**config.mk**
```make
export PLATFORM = sky130hd
export DESIGN_NAME = window_pixel_streamer
export DESIGN_NICKNAME = d
export VERILOG_FILES = /design/src/rtl/window_pixel_streamer.sv
export SDC_FILE = /design/constraint.sdc
export NUM_CORES = 2
export LEC_CHECK = 0
export BUFFER_PORTS_ARGS = -buffer_cell sky130_fd_sc_hd__buf_2
export CAP_MARGIN = 15
export CORE_MARGIN = 2
export CORE_UTILIZATION = 36
export DETAILED_ROUTE_END_ITERATION = 10
export MAX_ROUTING_LAYER = met4
export PLACE_DENSITY = 0.58
export SYNTH_ARGS = -nofsm -noshare
export SYNTH_HDL_FRONTEND = slang
export SYNTH_SLANG_ARGS = --single-unit
export TNS_END_PERCENT = 20
```
**constraint.sdc**
```tcl
create_clock -name clk -period 7 [get_ports clk]
set_input_delay 1.4 -clock clk [delete_from_list [all_inputs] [get_ports clk]]
set_output_delay 1.4 -clock clk [all_outputs]
set_load 0.02 [all_outputs]
```
**src/rtl/window_pixel_streamer.sv**
```systemverilog
// Frame-buffered KxK window walker: streams each valid window row-major, one pixel per clock,
// followed by a single gap beat, through a two-stage (read + output) registered pipeline.
module window_pixel_streamer #(
  parameter int unsigned IMG_W  = 16,
  parameter int unsigned IMG_H  = 16,
  parameter int unsigned PIX_W  = 8,
  parameter int unsigned ADDR_W = 12
) (
  input  logic              clk,
  input  logic              reset_n,
  input  logic              load_en,
  input  logic [ADDR_W-1:0] load_addr,
  input  logic [PIX_W-1:0]  load_data,
  input  logic              start,
  input  logic [1:0]        kernel_size,
  output logic [PIX_W-1:0]  pixel_out,
  output logic              pixel_valid,
  output logic              win_first,
  output logic              win_last,
  output logic [5:0]        win_row,
  output logic [5:0]        win_col,
  output logic              busy,
  output logic              done,
  output logic              cfg_err
);

  localparam int unsigned NPix = IMG_W * IMG_H;
  localparam int unsigned IdxW = $clog2(NPix);
  localparam logic [ADDR_W:0] NPixA = (ADDR_W + 1)'(NPix);

  typedef enum logic [2:0] {StIdle, StStream, StGap, StFlush, StDone} state_e;

  state_e            state_q;
  logic [2:0]        k_q, i_q, j_q;
  logic [5:0]        r_q, c_q;

  logic [PIX_W-1:0]  mem [NPix];
  logic [PIX_W-1:0]  rd_data_q;

  logic              s1_valid_q, s1_first_q, s1_last_q;
  logic [5:0]        s1_row_q, s1_col_q;

  logic [2:0]        km1;
  logic [6:0]        r_max, c_max;
  logic [IdxW-1:0]   rd_idx;
  logic              wr_ok;
  logic              in_stream;

  // Every address is < NPix, so IdxW-bit modular math yields the exact row-major index.
  always_comb begin
    km1       = k_q - 3'd1;
    r_max     = 7'(IMG_H) - {4'b0, k_q};
    c_max     = 7'(IMG_W) - {4'b0, k_q};
    rd_idx    = IdxW'({1'b0, r_q} + {4'b0, i_q}) * IdxW'(IMG_W)
              + IdxW'({1'b0, c_q} + {4'b0, j_q});
    wr_ok     = load_en && (state_q == StIdle) && ({1'b0, load_addr} < NPixA);
    in_stream = (state_q == StStream);
  end

  // Frame buffer: not reset, synchronous read.
  always_ff @(posedge clk) begin
    if (wr_ok) begin
      mem[load_addr[IdxW-1:0]] <= load_data;
    end
    rd_data_q <= mem[rd_idx];
  end

  always_ff @(posedge clk) begin
    if (!reset_n) begin
      state_q <= StIdle;
      k_q     <= 3'd3;
      i_q     <= '0;
      j_q     <= '0;
      r_q     <= '0;
      c_q     <= '0;
      busy    <= 1'b0;
      done    <= 1'b0;
      cfg_err <= 1'b0;
    end else begin
      done    <= 1'b0;
      cfg_err <= 1'b0;
      unique case (state_q)
        StIdle: begin
          if (start) begin
            if (kernel_size == 2'b11) begin
              cfg_err <= 1'b1;
            end else begin
              k_q     <= 3'd3 + {kernel_size, 1'b0};
              i_q     <= '0;
              j_q     <= '0;
              r_q     <= '0;
              c_q     <= '0;
              busy    <= 1'b1;
              state_q <= StStream;
            end
          end
        end
        StStream: begin
          if (j_q == km1) begin
            j_q <= '0;
            if (i_q == km1) begin
              i_q     <= '0;
              state_q <= StGap;
            end else begin
              i_q <= i_q + 3'd1;
            end
          end else begin
            j_q <= j_q + 3'd1;
          end
        end
        StGap: begin
          if (({1'b0, c_q} == c_max) && ({1'b0, r_q} == r_max)) begin
            state_q <= StFlush;
          end else if ({1'b0, c_q} == c_max) begin
            c_q     <= '0;
            r_q     <= r_q + 6'd1;
            state_q <= StStream;
          end else begin
            c_q     <= c_q + 6'd1;
            state_q <= StStream;
          end
        end
        // Lets the final gap beat leave the pipeline before done is raised.
        StFlush: state_q <= StDone;
        StDone: begin
          done    <= 1'b1;
          busy    <= 1'b0;
          state_q <= StIdle;
        end
        default: state_q <= StIdle;
      endcase
    end
  end

  always_ff @(posedge clk) begin
    if (!reset_n) begin
      s1_valid_q  <= 1'b0;
      s1_first_q  <= 1'b0;
      s1_last_q   <= 1'b0;
      s1_row_q    <= '0;
      s1_col_q    <= '0;
      pixel_out   <= '0;
      pixel_valid <= 1'b0;
      win_first   <= 1'b0;
      win_last    <= 1'b0;
      win_row     <= '0;
      win_col     <= '0;
    end else begin
      s1_valid_q  <= in_stream;
      s1_first_q  <= in_stream && (i_q == 3'd0) && (j_q == 3'd0);
      s1_last_q   <= in_stream && (i_q == km1) && (j_q == km1);
      s1_row_q    <= r_q;
      s1_col_q    <= c_q;
      pixel_out   <= s1_valid_q ? rd_data_q : '0;
      pixel_valid <= s1_valid_q;
      win_first   <= s1_first_q;
      win_last    <= s1_last_q;
      win_row     <= s1_row_q;
      win_col     <= s1_col_q;
    end
  end

endmodule

```
==> results.md <==
* Crit path buffers/inverters at 2
* Largest net degree at the start of global routing at 193
* Clk root buf: clkbuf_16
* Core area at 227000 µm²
* Synth Register Bits at 2120
* Setup-failing EPs final at 0
* Clock latency on the worst-skew pair at 0.83 ns
* CP top delay family: simple AND/OR/NAND/NOR gates
* Synth Instances at 3996
* Total GRT Usage at 18.1%
* Syn-to-layout area delta at 13.1%
* Overflow after GRT at 0
* Largest area contributor in the synthesized netlist: edfxtp_1
* Hold_buf cts at 0
* Worst Tran Pin Value at 1.25 ns
* Leak at 29.3 nW
* Syn avg cell area at 20.6 µm²
* Critical Path RT at 7.67 ns
* Placed Instances at 6911
* Clock buffer depth at 3
* Slew headroom at 16.3%
* Peak per-stage delay on the critical path at 0.74 ns
* Via/cell ratio at 5.44
* Total Power at 26.6 mW
* Die ar. at 232000 µm²
* CP Capture Type: register
* CTS sink cnt at 2120
* Slowest stage cell on the critical path: nor2_2
* Post-synth cell types at 59
* Synth top area share at 74.8%
* Area after DPL at 86300 µm²
* First-pass GRT wire length at 295 mm
* Status: finished clean
* Hold Path Class: register to register
* Peak VDD IR at 0.213 mV
* Port bufs at 51
* Number of global-route vias before repair at 40100
* Layout Nets at 4156
* Setup TNS Final at 0 ns
* Syn_nets at 4040
* Ys async rst share at 0%
* Largest cells by area after synthesis: edfxtp_1 (75%), mux4_2 (14%), dfxtp_1 (1.8%), nor2_1 (1.5%), mux2i_1 (1.1%)
* Primary FF master, synth: edfxtp_1
* Total CTS buffers at 207
* R2R Setup Slk at 1.90 ns
* DR WL/cell at 28.1 µm
* Cell Rows at 175
* Fin area at 92900 µm²
* Cts repair resizes at 0
* Worst path cell trace: ha_1 -> fa_1 -> ha_1 -> and4_1 -> a211oi_1 -> nand2_2 -> buf_4 -> nor2_2 -> buf_4 -> a32oi_1 -> and3_1 -> a31oi_1 -> nand4_1
* Initial DRC Count at 3993
* CTS tree: yes
* Sequential fraction of the synthesis area at 76.6%
* Worst Path Max Fanout at 35
* Seq. cell area at 62900 µm²
* Iteration count of the initial detailed-routing pass at 5
* Antenna violations before repair at 7
* Share of post-route cells with drive strength above 1 at 23.0%
* Synthesis warning total at 0
* Routed Antenna Nets at 0
* PwrDens at 287 nW/µm²
* Routability Congestion at 0.839
* Post-route insts no fill at 7293
* Tmin final at 5.10 ns
* I/O pin count at 52
* Worst clock skew at 0.0409 ns
* # fillers at 19900
* Crit share post-route at 72.9%
* Via count at 39700
* Mapped cell area at 82200 µm²
* Post-DP HPWL at 120 mm
* Startpoint types: register
* Crit path kind: register to register
* Multi-input combinational cell area at 18400 µm²
* Final hold vios at 0
* Max-cap violations at 0
* WP data arrival at 5.77 ns
* RSZ-0062 raised after global routing: false
* Die X at 482 µm
* Starting Density at 36.2%
* Postcts setup bufs at 0
* DRC viols at 0
* Drt total wl at 205 mm
* Pins Over Slew Limit at 0
* Fmax at 0.196 GHz
* Die Span Y at 482 µm
* Clk slew on worst S/H paths at 0.06 ns
* H-tree levels at 4
* Post-synth EDFFs at 2048
## cells by family (layout without fill, tap and decap cells)
kind of cell	after synthesis	in the layout	synth area share (%)
other	0	4	0
AO/OA/AOI/OAI	201	201	1.81
buffers and inverters	233	517	1.25
XOR/XNOR	22	22	0.244
flip-flops	2120	2120	76.6
multiplexers	625	625	15.7
adder cells (fa/ha/maj)	18	18	0.292
AND/OR/NAND/NOR	777	777	4.15
## path summary, 6_finish.rpt
check	start	to	cells after the start
worst max-delay path	r_q[0]	rd_data_q[0]	13
worst min-delay path	s1_row_q[0]	win_row[0]	1
worst max register to register	r_q[0]	rd_data_q[0]	13
worst min register to register	s1_row_q[0]	win_row[0]	1
## layout by cell type (no fill, tap or decap), types with 45 or more instances in the layout
cell / count
a32oi_1: 50
clkbuf_16: 210
mux4_2: 527
and3_1: 45
buf_4: 58
edfxtp_1: 2048
dfxtp_1: 72
clkbuf_1: 45
mux2i_1: 91
nand3_1: 65
nor2_1: 314
nand2_1: 231
## flip-flops by register name (all words and copies together), names as in the netlist
| signal | cells |
|---|---|
| state_q | 3 |
| s1_col_q | 6 |
| s1_row_q | 6 |
| c_q | 6 |
| busy | 1 |
| r_q | 6 |
| done | 1 |
| win_first | 1 |
| s1_valid_q | 1 |
| rd_data_q | 8 |
| cfg_err | 1 |
| win_last | 1 |
| s1_first_q | 1 |
| i_q | 3 |
| win_col | 6 |
| win_row | 6 |
| pixel_valid | 1 |
| pixel_out | 8 |
| j_q | 3 |
| k_q | 2 |
| s1_last_q | 1 |
| mem | 2048 |
## layout make-up
class / instances / area share (%)
inverter: 11 / 0.0444
clock inverter: 122 / 1.30
sequential: 2120 / 67.7
antenna: 4 / 0.0108
multi-input combinational: 1643 / 19.8
timing repair buffer: 129 / 1.23
clock buffer: 255 / 5.84
tap: 3009 / 4.05
## Yosys cell counts, drive strengths merged (13+ instances only)
master	n
edfxtp	2048
mux4	529
nor2	319
nand2	242
clkbuf	117
buf	105
mux2i	91
dfxtp	72
nand3	71
a32oi	50
and3	45
o21ai	33
and2	30
nand4	23
a22oi	16
ha	16
a31oi	15
o22ai	15
a211oi	14
xor2	14
nor2b	13
## layer usage
metal	GRT usage (%)	vias to the layer above	part of all wire (%)
li1	-	16700	-
met1	24.1	21200	42
met2	28.8	1472	49
met3	2.92	274	6.7
met4	5.13	0	2.5
met5	-	-	0
## power by group
part / switching (mW) / leakage (nW) / internal [mW]
clock network: 4.74 / 3.25 / 6.27
registers: 0.0121 / 19.0 / 13.9
logic: 0.986 / 7.03 / 0.714
total: 5.74 / 29.3 / 20.9
## through the flow
stage	utilization (%)	worst slack [ns]	hold slack [ns]
final	40.9	1.90	0.434
after global routing	40.9	1.73	0.449
after CTS	40.9	2.03	0.435
after detailed placement	38.0	1.82	0.421
after global placement	37.9	1.20	0.414
after floorplan	-	3.40	0.412
Note: power is estimated with default switching activity, not from simulation.
